===== src/rtl/wlan_scr_pkg.sv =====
// Shared constants and types for the 802.11 x^7+x^4+1 frame-synchronous scrambler.
package wlan_scr_pkg;

  localparam int SEED_LEN = 7;
  localparam int TAP_A    = 6;
  localparam int TAP_B    = 3;

  localparam logic [SEED_LEN-1:0] DEFAULT_SEED = 7'h7F;
  localparam logic [2:0]          SYNC_BITS    = 3'd7;

  localparam logic MODE_SCRAMBLE   = 1'b0;
  localparam logic MODE_DESCRAMBLE = 1'b1;

  typedef enum logic [1:0] {
    IDLE = 2'd0,
    SYNC = 2'd1,
    RUN  = 2'd2
  } scr_state_t;

  // An all-zero state would lock the LFSR at zero, so it is never used as a seed.
  function automatic logic [SEED_LEN-1:0] fix_seed(input logic [SEED_LEN-1:0] seed);
    return (seed == '0) ? DEFAULT_SEED : seed;
  endfunction

endpackage


===== src/rtl/wlan_lfsr_step.sv =====
// Combinational DW-bit unroll of the scrambler LFSR; bit 0 of the beat is processed first.
module wlan_lfsr_step
  import wlan_scr_pkg::*;
#(
  parameter int DW = 4
) (
  input  logic [SEED_LEN-1:0] s,
  input  logic [DW-1:0]       d,
  input  logic [2:0]          bitcnt,
  input  logic                sync_en,
  output logic [SEED_LEN-1:0] s_next,
  output logic [DW-1:0]       o,
  output logic [2:0]          bitcnt_next
);

  logic [SEED_LEN-1:0] s_v;
  logic [2:0]          cnt_v;
  logic                fb;

  always_comb begin
    s_v   = s;
    cnt_v = bitcnt;
    fb    = 1'b0;
    o     = '0;
    for (int b = 0; b < DW; b++) begin
      fb = s_v[TAP_A] ^ s_v[TAP_B];
      // While syncing, received bits are the keystream itself and are shifted in directly.
      if (sync_en && (cnt_v < SYNC_BITS)) begin
        o[b]  = 1'b0;
        s_v   = {s_v[SEED_LEN-2:0], d[b]};
        cnt_v = cnt_v + 3'd1;
      end else begin
        o[b]  = d[b] ^ fb;
        s_v   = {s_v[SEED_LEN-2:0], fb};
      end
    end
    s_next      = s_v;
    bitcnt_next = cnt_v;
  end

endmodule


===== src/rtl/wlan_scrambler_par.sv =====
// 802.11 frame-synchronous scrambler/descrambler, DW bits per beat, valid/ready on both sides.
module wlan_scrambler_par
  import wlan_scr_pkg::*;
#(
  parameter int DW       = 4,
  parameter int SEED_LEN = 7
) (
  input  logic                clk,
  input  logic                reset,
  input  logic                mode,
  input  logic [SEED_LEN-1:0] seed_in,
  input  logic [DW-1:0]       in_data,
  input  logic                in_valid,
  input  logic                in_last,
  output logic                in_ready,
  output logic [DW-1:0]       out_data,
  output logic                out_valid,
  output logic                out_last,
  input  logic                out_ready,
  output logic                sync_done
);

  scr_state_t          state;
  scr_state_t          state_next;
  logic [SEED_LEN-1:0] s_q;
  logic [2:0]          bitcnt_q;

  logic                accept;
  logic [SEED_LEN-1:0] s_start;
  logic [SEED_LEN-1:0] s_next;
  logic [2:0]          cnt_start;
  logic [2:0]          cnt_next;
  logic                sync_en;
  logic                beat_sync;
  logic [DW-1:0]       o_beat;

  logic [DW-1:0]       data_p1;
  logic                vld_p1;
  logic                last_p1;
  logic                sync_p1;

  assign in_ready = !vld_p1 || out_ready;
  assign accept   = in_valid && in_ready;

  // A beat arriving in IDLE starts a new frame, so it uses the freshly loaded state.
  always_comb begin
    s_start   = s_q;
    cnt_start = bitcnt_q;
    sync_en   = (state == SYNC);
    if (state == IDLE) begin
      cnt_start = '0;
      if (mode == MODE_SCRAMBLE) begin
        s_start = fix_seed(seed_in);
        sync_en = 1'b0;
      end else begin
        s_start = '0;
        sync_en = 1'b1;
      end
    end
  end

  wlan_lfsr_step #(
    .DW(DW)
  ) u_step (
    .s          (s_start),
    .d          (in_data),
    .bitcnt     (cnt_start),
    .sync_en    (sync_en),
    .s_next     (s_next),
    .o          (o_beat),
    .bitcnt_next(cnt_next)
  );

  always_comb begin
    beat_sync = 1'b0;
    if (sync_en) begin
      beat_sync = (cnt_next == SYNC_BITS);
    end else if (state == IDLE) begin
      beat_sync = 1'b1;
    end

    if (in_last) begin
      state_next = IDLE;
    end else if (sync_en && (cnt_next != SYNC_BITS)) begin
      state_next = SYNC;
    end else begin
      state_next = RUN;
    end
  end

  // Stage p1: single output register; sync_done travels with the beat it describes.
  always_ff @(posedge clk) begin
    if (!reset) begin
      state    <= IDLE;
      s_q      <= '0;
      bitcnt_q <= '0;
      data_p1  <= '0;
      vld_p1   <= 1'b0;
      last_p1  <= 1'b0;
      sync_p1  <= 1'b0;
    end else begin
      if (accept) begin
        state    <= state_next;
        s_q      <= s_next;
        bitcnt_q <= cnt_next;
        data_p1  <= o_beat;
        vld_p1   <= 1'b1;
        last_p1  <= in_last;
        sync_p1  <= ((state == IDLE) ? 1'b0 : sync_p1) | beat_sync;
      end else begin
        if (out_ready) begin
          vld_p1 <= 1'b0;
        end
        // Clear only once the frame's final beat has left the output register.
        if ((state == IDLE) && in_ready) begin
          sync_p1 <= 1'b0;
        end
      end
    end
  end

  assign out_data  = data_p1;
  assign out_valid = vld_p1;
  assign out_last  = last_p1;
  assign sync_done = sync_p1;

endmodule


===== config.mk =====
export PLATFORM = sky130hd
export DESIGN_NAME = wlan_scrambler_par
export DESIGN_NICKNAME = d
export VERILOG_FILES = /design/src/rtl/wlan_scr_pkg.sv /design/src/rtl/wlan_lfsr_step.sv /design/src/rtl/wlan_scrambler_par.sv
export SDC_FILE = /design/constraint.sdc
export NUM_CORES = 1
export LEC_CHECK = 0
export ABC_AREA = 1
export CORE_ASPECT_RATIO = 1.25
export CORE_MARGIN = 5
export CORE_UTILIZATION = 47
export CTS_BUF_LIST = sky130_fd_sc_hd__clkbuf_16
export DETAILED_ROUTE_END_ITERATION = 7
export PLACE_DENSITY = 0.72
export SYNTH_ARGS = -nofsm -noshare
export SYNTH_HDL_FRONTEND = slang
export SYNTH_SLANG_ARGS = --single-unit

===== constraint.sdc =====
create_clock -name clk -period 2.9 [get_ports clk]
set_input_delay 0.58 -clock clk [delete_from_list [all_inputs] [get_ports clk]]
set_output_delay 0.58 -clock clk [all_outputs]
set_load 0.02 [all_outputs]

==> out/results.txt, run 1 <==
Synth warn: 0
Adder-cell area share of the yosys netlist: 0.0362
Post-synth top area share: 0.275
Synth Cell Area: 1380 um2
Starting DRC count in detailed routing: 43
Sink Count: 19
Seq/Total Area, Yosys: 0.275
Synth Area in Compound Gates: 0.200
Row count: 22
Antenna Cells: 0
GRT met3 Usage: 0.0219
Commonest non-fill, non-tap cells in the layout: buf_4, nand2_1, inv_1
Shortest clock period the worst path allows after layout: 2.99 ns
Largest net degree at the start of global routing: 18
Non-filler cells, final: 323
DIE WIDTH: 58.5 um
Post-route DRC: 0
Antenna viol nets, final: 0
Clock buffer count from CTS: 3
Clock Tree Buf Depth: 2
Final nets: 309
Leading area contributor after synthesis: dfxtp_1
Core Region: 2890 um2
Clock Latency Late Sink: 0.25 ns
Placed Instances: 313
Pwr Density: 464 nW/um2
Fmax: 0.335 GHz
CTS tree: done
Die area: 4140 um2
Synthesized-area fraction occupied by and/or/nand/nor cells: 0.332
RSZ-0062 raised after global routing: true
Max-slew violations: 0
Post-detail-place hpwl: 2910 um
Setup violators final: 2
TritonRoute pass-1 iters: 4
Syn Nets: 239
Failing checks: negative setup slack
Routed WL: 4000 um
First-pass GRT wire length: 6440 um
DR vias: 1610
Syn avg cell area: 6.35 um2
Clock root buffer: clkbuf_16
Flops & latches, synth: 19
GRT Residual Overflow: 0
Post-Synth XOR/XNOR Area: 0.0380
Antenna violations before repair: 0
Vias in the first global route: 1543
Outcome: complete, but fails checks
Clock skew: 0.00199 ns
P_leak: 0.00101 uW
Crit path max fanout: 4
Area contributors post-synth: dfxtp_1, nand2_1, inv_1
Required @ worst endpoint: 3.08 ns
Hold Fails Final Rpt: 0
Post-synthesis cell count: 218
CTS HTree Levels: 1
Tightest Hold Check Type: flip-flop to flip-flop
Commonest non-fill, non-tap cell in the layout: buf_4
Die Ht: 70.7 um
Main combinational cell family by area after synthesis: simple AND/OR/NAND/NOR gates
Share of cells above drive strength 1: 0.362
Worst setup SP type: flip-flop
Measured slew at the worst slew-check pin: 0.339 ns
All-Layer GR Usage: 0.195
Setup TNS Final: -0.101 ns
Crit path arrival time: 3.16 ns
Ports: 25
Initial core utilization: 0.479
P&R area growth vs syn: 59.0%
Max IR drop VDD: 421 uV
GPL Wtd Cong: 0.841
Worst rel slew slack: 0.772
Final Cycle Share: 1.03
Netlist cell types: 29
DR vias/cell: 4.98
Mux share of post-synthesis cell area: 0
Met2 usage in global routing: 0.348
CTS clk-pin slew, worst paths: 0.06 ns
DR WL/cell: 12.4 um
Crit. End Element: flip-flop
Met1 Resource Use GR: 0.229
Hold_buf cts: 0
Kind of critical path: flip-flop to flip-flop
Maxcap violations: 0
Setup ws final: -0.0850 ns
Gr busiest metal: met2
Buffers added on ports: 24
-- per-layer routing --
metal / routed length, um / up-vias
met2: 2130 / 41
li1: - / 845
met4: 122 / 0
met1: 1620 / 714
met5: 0 / -
met3: 133 / 10
-- state kept, by name (all words and copies together), names as in the netlist --
register   flops
sync_done      1
out_data       4
s_q            7
bitcnt_q       3
state          2
out_valid      1
out_last       1
-- where the power goes --
part | total (uW) | switching, uW | internal [uW]
logic | 438 | 225 | 214
registers | 296 | 12.2 | 284
clock network | 288 | 102 | 186
total | 1020 | 338 | 684
-- kinds of logic (layout without fill, tap and decap cells) --
logic type / count (synthesis) / after routing
AND/OR/NAND/NOR: 95 / 95
AO/OA/AOI/OAI: 52 / 52
buffers and inverters: 42 / 111
flip-flops: 19 / 19
XOR/XNOR: 6 / 6
adder cells (fa/ha/maj): 4 / 4
-- layout make-up --
cell class,instances,area (um2)
Multi-Input combinational cell,157,963
Fill cell,246,689
Timing Repair Buffer,70,588
Sequential cell,19,383
Inverter,37,139
Clock buffer,3,75.1
Tap cell,36,45.0
Clock inverter,1,7.51
-- cells in the mapped netlist, drive strengths merged --
cell and number:
a21oi 22, a31oi 1, buf 1, clkbuf 4
clkinv 2, dfxtp 19, ha 4, inv 35
nand2 48, nand3 19, nand3b 1, nand4 1
nor2 20, nor4 1, o21a 1, o21ai 25
o22ai 3, or2 4, or4 1, xnor2 5
xor2 1
-- worst paths after layout --
path            start        to  slack [ns]  depth (start not counted)
max          state[1]  state[1]       -0.09                         26
min            s_q[0]    s_q[0]        0.47                          2
max reg2reg  state[1]  state[1]       -0.09                         26
min reg2reg    s_q[0]    s_q[0]        0.47                          2
-- worst max-delay path: stages (launching register included) --
cell and delay, ns:
dfxtp_2 0.34, nor2_4 0.17, nor2_2 0.07, ha_1 0.30
inv_2 0.06, nand3_2 0.07, nand2_2 0.08, inv_2 0.06
ha_4 0.23, inv_2 0.04, nand3_2 0.05, nand2_2 0.08
inv_2 0.05, ha_4 0.23, inv_2 0.05, nand3_2 0.07
nand2_2 0.08, inv_2 0.05, ha_4 0.25, inv_2 0.03
nand3_2 0.05, nand2_2 0.06, nor2_2 0.12, nand2_1 0.08
nand2_1 0.06, nand2_1 0.06, a21oi_2 0.13
-- through the flow --
stage / instance area [um2] / hold slack, ns / worst slack, ns / power (uW) / util
after floorplan: 1390 / 0.445 / -0.0326 / 499 / -
after global placement: 1950 / 0.455 / -0.443 / 658 / 0.674
after detailed placement: 1950 / 0.460 / -0.514 / 662 / 0.674
after CTS: 2090 / 0.468 / -0.0408 / 970 / 0.723
after global routing: 2200 / 0.488 / -0.262 / 1080 / 0.761
final: 2200 / 0.466 / -0.0850 / 1020 / 0.761
-- timing repair --
action / in CTS / in global routing
setup buffers: 5 / 2
endpoints found under the setup margin: 7 / 8
gates resized for setup: 5 / 31
endpoints found under the hold margin: 0 / 0
pin swaps: 2 / 19
No activity file was read; power rests on OpenSTA's default activity.
==> run 2, diff against run 1 <==
--- a/config.mk
+++ b/config.mk
@@ -6,7 +6,6 @@
 export NUM_CORES = 1
 export LEC_CHECK = 0
 export ABC_AREA = 1
-export CORE_ASPECT_RATIO = 1.25
 export CORE_MARGIN = 5
 export CORE_UTILIZATION = 47
 export CTS_BUF_LIST = sky130_fd_sc_hd__clkbuf_16
==> out/results.txt, run 2 (synthesis results as in run 1) <==
Hold_buf cts: 0
DR vias: 1713
Crit path max fanout: 3
All-Layer GR Usage: 0.223
TritonRoute pass-1 iters: 4
Die area: 4130 um2
Antenna viol nets, final: 0
Buffers added on ports: 24
Kind of critical path: flip-flop to flip-flop
Ports: 25
Final Cycle Share: 1.03
Worst rel slew slack: 0.735
Clock buffer count from CTS: 3
Clock Tree Buf Depth: 2
DIE WIDTH: 64.3 um
Dpl cell area: 1900 um2
Crit-path max cell delay: 0.33 ns
Final non-filler cell area: 2320 um2
Worst setup SP type: flip-flop
Top reg by flops: s_q
P&R area growth vs syn: 67.5%
Post-detail-place hpwl: 2980 um
Pre-CTS setup slack: -0.557 ns
Clock root buffer: clkbuf_16
Fmax: 0.335 GHz
Total power: 1090 uW
Gr busiest metal: met2
Pwr Density: 469 nW/um2
Worst path slowest cell: dfxtp_2
Core Util, Final: 0.834
P_leak: 0.00102 uW
Row count: 19
Met2 usage in global routing: 0.359
DR vias/cell: 5.37
Routed WL: 4830 um
Share of cells above drive strength 1: 0.441
Maxcap violations: 0
RSZ-0062 raised after global routing: true
Die Ht: 64.3 um
Measured slew at the worst slew-check pin: 0.395 ns
GRT met3 Usage: 0.0613
Vias in the first global route: 1666
Clock Latency Late Sink: 0.25 ns
Outcome: complete, but fails checks
Final nets: 310
Hold Fails Final Rpt: 0
CTS clk-pin slew, worst paths: 0.06 ns
GRT Residual Overflow: 0
GPL Wtd Cong: 0.840
Required @ worst endpoint: 3.07 ns
Max reg flops: 7
Setup ws final: -0.0859 ns
CTS HTree Levels: 1
Met1 Resource Use GR: 0.301
Initial core utilization: 0.498
CTS tree: done
Setup violators final: 4
First-pass GRT wire length: 7490 um
Largest net degree at the start of global routing: 18
Sink Count: 19
DR WL/cell: 15.1 um
Max IR drop VDD: 690 uV
Commonest non-fill, non-tap cells in the layout: buf_4, nand2_1, clkdlybuf4s50_1
Commonest non-fill, non-tap cell in the layout: buf_4
Core Region: 2780 um2
Antenna Cells: 0
Shortest clock period the worst path allows after layout: 2.99 ns
Starting DRC count in detailed routing: 196
Antenna violations before repair: 0
Post-route DRC: 0
Crit path arrival time: 3.16 ns
Crit. End Element: flip-flop
Tightest Hold Check Type: flip-flop to flip-flop
Failing checks: negative setup slack
Clock skew: 0.00205 ns
Max-slew violations: 0
run 2: cell type report:
| cell class | instances | area [um2] |
|---|---|---|
| clock buffer | 3 | 75.1 |
| clock inverter | 1 | 7.51 |
| fill | 162 | 463 |
| inverter | 37 | 139 |
| multi-input combinational | 157 | 1070 |
| sequential | 19 | 384 |
| tap | 31 | 38.8 |
| timing repair buffer | 71 | 607 |
run 2: repair_timing:
| item | in CTS | in global routing |
|---|---|---|
| endpoints found under the setup margin | 8 | 10 |
| resized for setup | 26 | 45 |
| buffers inserted | 9 | 4 |
| pin swaps | 5 | 22 |
run 2: layer usage:
layer	part of all wire	wire (um)
met5	0	0
met2	0.47	2290
met1	0.43	2080
met4	0.019	94
met3	0.075	361
run 2: power by group:
group | internal, uW | switching [uW] | leakage (uW)
Sequential | 284 | 13.7 | 0.000158
Combinational | 238 | 260 | 0.000829
Clock | 187 | 105 | 0.0000371
run 2: worst paths after layout:
path                                from       end  slack, ns  cells after the start
worst max-delay path            state[1]  state[0]      -0.09                     26
worst min-delay path              s_q[0]    s_q[0]       0.48                      2
worst max register to register  state[1]  state[0]      -0.09                     26
worst min register to register    s_q[0]    s_q[0]       0.48                      2
run 2: worst max-delay path, delay by kind of cell, from the launching register on:
kind	cells	cell delay, ns
flip-flops	1	0.33
buffers and inverters	6	0.41
AND/OR/NAND/NOR	16	1.33
AO/OA/AOI/OAI	1	0.14
adder cells (fa/ha/maj)	3	0.70
run 2: through the flow:
stage / hold slack, ns / cells / setup TNS, ns
2_1_floorplan: 0.445 / 218 / -0.0326
3_3_place_gp: 0.455 / 303 / -2.91
3_5_place_dp: 0.460 / 303 / -3.48
4_1_cts: 0.472 / 315 / 0
5_1_grt: 0.508 / 319 / -1.29
6_report: 0.476 / 319 / -0.232
==> run 3, diff against run 2 <==
--- a/config.mk
+++ b/config.mk
@@ -6,10 +6,10 @@
 export NUM_CORES = 1
 export LEC_CHECK = 0
 export ABC_AREA = 1
-export CORE_MARGIN = 5
 export CORE_UTILIZATION = 47
 export CTS_BUF_LIST = sky130_fd_sc_hd__clkbuf_16
 export DETAILED_ROUTE_END_ITERATION = 7
+export HOLD_SLACK_MARGIN = 0.02
 export PLACE_DENSITY = 0.72
 export SYNTH_ARGS = -nofsm -noshare
 export SYNTH_HDL_FRONTEND = slang
==> out/results.txt, run 3 (synthesis results as in run 1) <==
Tightest Hold Check Type: flip-flop to flip-flop
Crit path arrival time: 3.12 ns
Max IR drop VDD: 543 uV
Post-route DRC: 0
Antenna violations before repair: 0
Shortest clock period the worst path allows after layout: 2.94 ns
Dpl cell area: 1910 um2
Sink Count: 19
Pwr Density: 473 nW/um2
Crit. End Element: flip-flop
Setup TNS Final: -0.0774 ns
TritonRoute pass-1 iters: 4
DR vias/cell: 5.14
Buffers added on ports: 24
Row count: 19
Vias in the first global route: 1350
Clock root buffer: clkbuf_16
Largest net degree at the start of global routing: 18
CP bufs+invs: 7
Max reg flops: 7
Kind of critical path: flip-flop to flip-flop
Worst path slowest cell: dfxtp_2
Clock Latency Late Sink: 0.25 ns
Commonest non-fill, non-tap cell in the layout: buf_4
RSZ-0062 raised after global routing: true
Maxcap violations: 0
Placed Instances: 304
Antenna viol nets, final: 0
CTS tree: done
Setup violators final: 2
Max-slew violations: 0
GRT Residual Overflow: 0
Commonest non-fill, non-tap cells in the layout: buf_4, nand2_1, inv_1
Failing checks: negative setup slack
Ports: 25
Core Region: 2780 um2
Final Cycle Share: 1.02
FF-to-FF setup slack: -0.04 ns
GPL Wtd Cong: 0.830
Required @ worst endpoint: 3.08 ns
Non-filler cells, final: 313
First-pass GRT wire length: 5900 um
Fmax: 0.340 GHz
Measured slew at the worst slew-check pin: 0.370 ns
Top reg by flops: s_q
Outcome: complete, but fails checks
Fin Hold WS: 0.468 ns
Clock buffer count from CTS: 3
Post-detail-place hpwl: 2730 um
Hold Fails Final Rpt: 0
CTS HTree Levels: 1
P_leak: 0.000985 uW
DR WL/cell: 12.4 um
Worst rel slew slack: 0.752
Crit-path max cell delay: 0.33 ns
Die area: 3170 um2
Initial core utilization: 0.498
Crit path max fanout: 3
Routed WL: 3870 um
Worst setup SP type: flip-flop
DR vias: 1608
Setup ws final: -0.0443 ns
DIE WIDTH: 56.3 um
CP dominant cell by count: inv_2
Clock skew: 0.00271 ns
CP top delay family: simple AND/OR/NAND/NOR gates
P&R area growth vs syn: 56.2%
Antenna Cells: 0
Starting DRC count in detailed routing: 71
Share of cells above drive strength 1: 0.358
Final non-filler cell area: 2160 um2
# fillers: 206
CTS clk-pin slew, worst paths: 0.06 ns
Clock Tree Buf Depth: 2
Die Ht: 56.3 um
All-Layer GR Usage: 0.232
Final nets: 304
-- run 3: changes by cell type in the layout (fill, tap and decap cells not counted), sizes merged --
cell         previous run  this run
buf                    47        41
clkbuf                  4         3
dlygate4sd2             0         1
-- run 3: metrics by stage --
step                      total power [uW]   util  setup WS [ns]
after global placement                 652  0.687         -0.441
after global routing                  1080  0.777         -0.239
after detailed placement               655  0.687         -0.481
after CTS                              948  0.722        -0.0424
final                                 1020  0.777        -0.0443
after floorplan                        499      -        -0.0326
-- run 3: power breakdown --
part,switching (uW),total (uW),internal [uW],leakage (uW)
Clock,104,290,186,0.0000371
Sequential,12.3,296,284,0.000158
Combinational,225,435,210,0.000789
Total,341,1020,680,0.000985
-- run 3: path summary, 6_finish.rpt --
path,startpoint,to,cells past startpoint
min reg2reg,s_q[2],s_q[2],2
max,state[0],state[1],26
min,s_q[2],s_q[2],2
max reg2reg,state[0],state[1],26
-- run 3: routing by layer --
layer | track usage | wire (um) | vias up
met5 | 0 | 0 | -
met1 | 0.344 | 1940 | 731
met2 | 0.355 | 1690 | 44
li1 | - | - | 831
met3 | 0.0530 | 227 | 2
met4 | 0.0209 | 7 | 0
-- run 3: worst reg2reg max path: cells and delay by family (launching register included) --
| family | cells | cell delay [ns] |
|---|---|---|
| AND/OR/NAND/NOR | 14 | 1.07 |
| adder cells (fa/ha/maj) | 4 | 1.00 |
| buffers and inverters | 7 | 0.35 |
| flip-flops | 1 | 0.33 |
| AO/OA/AOI/OAI | 1 | 0.12 |
-- run 3: area by class of cell --
| class | count | area, um2 | area share |
|---|---|---|---|
| clock inverters | 1 | 7.51 | 0.00347 |
| clock buffers | 3 | 75.1 | 0.0347 |
| multi-input cells | 157 | 963 | 0.446 |
| flip-flops and latches | 19 | 384 | 0.178 |
| well taps | 31 | 38.8 | 0.0179 |
| inverters | 37 | 139 | 0.0642 |
| repair buffers | 65 | 554 | 0.256 |
-- run 3: what timing repair did --
action / 4_1_cts / 5_1_grt
hold buffers: 0 / 0
pin swaps: 2 / 20
resized for setup: 4 / 35
buffers inserted: 1 / 4
endpoints found under the setup margin: 7 / 8
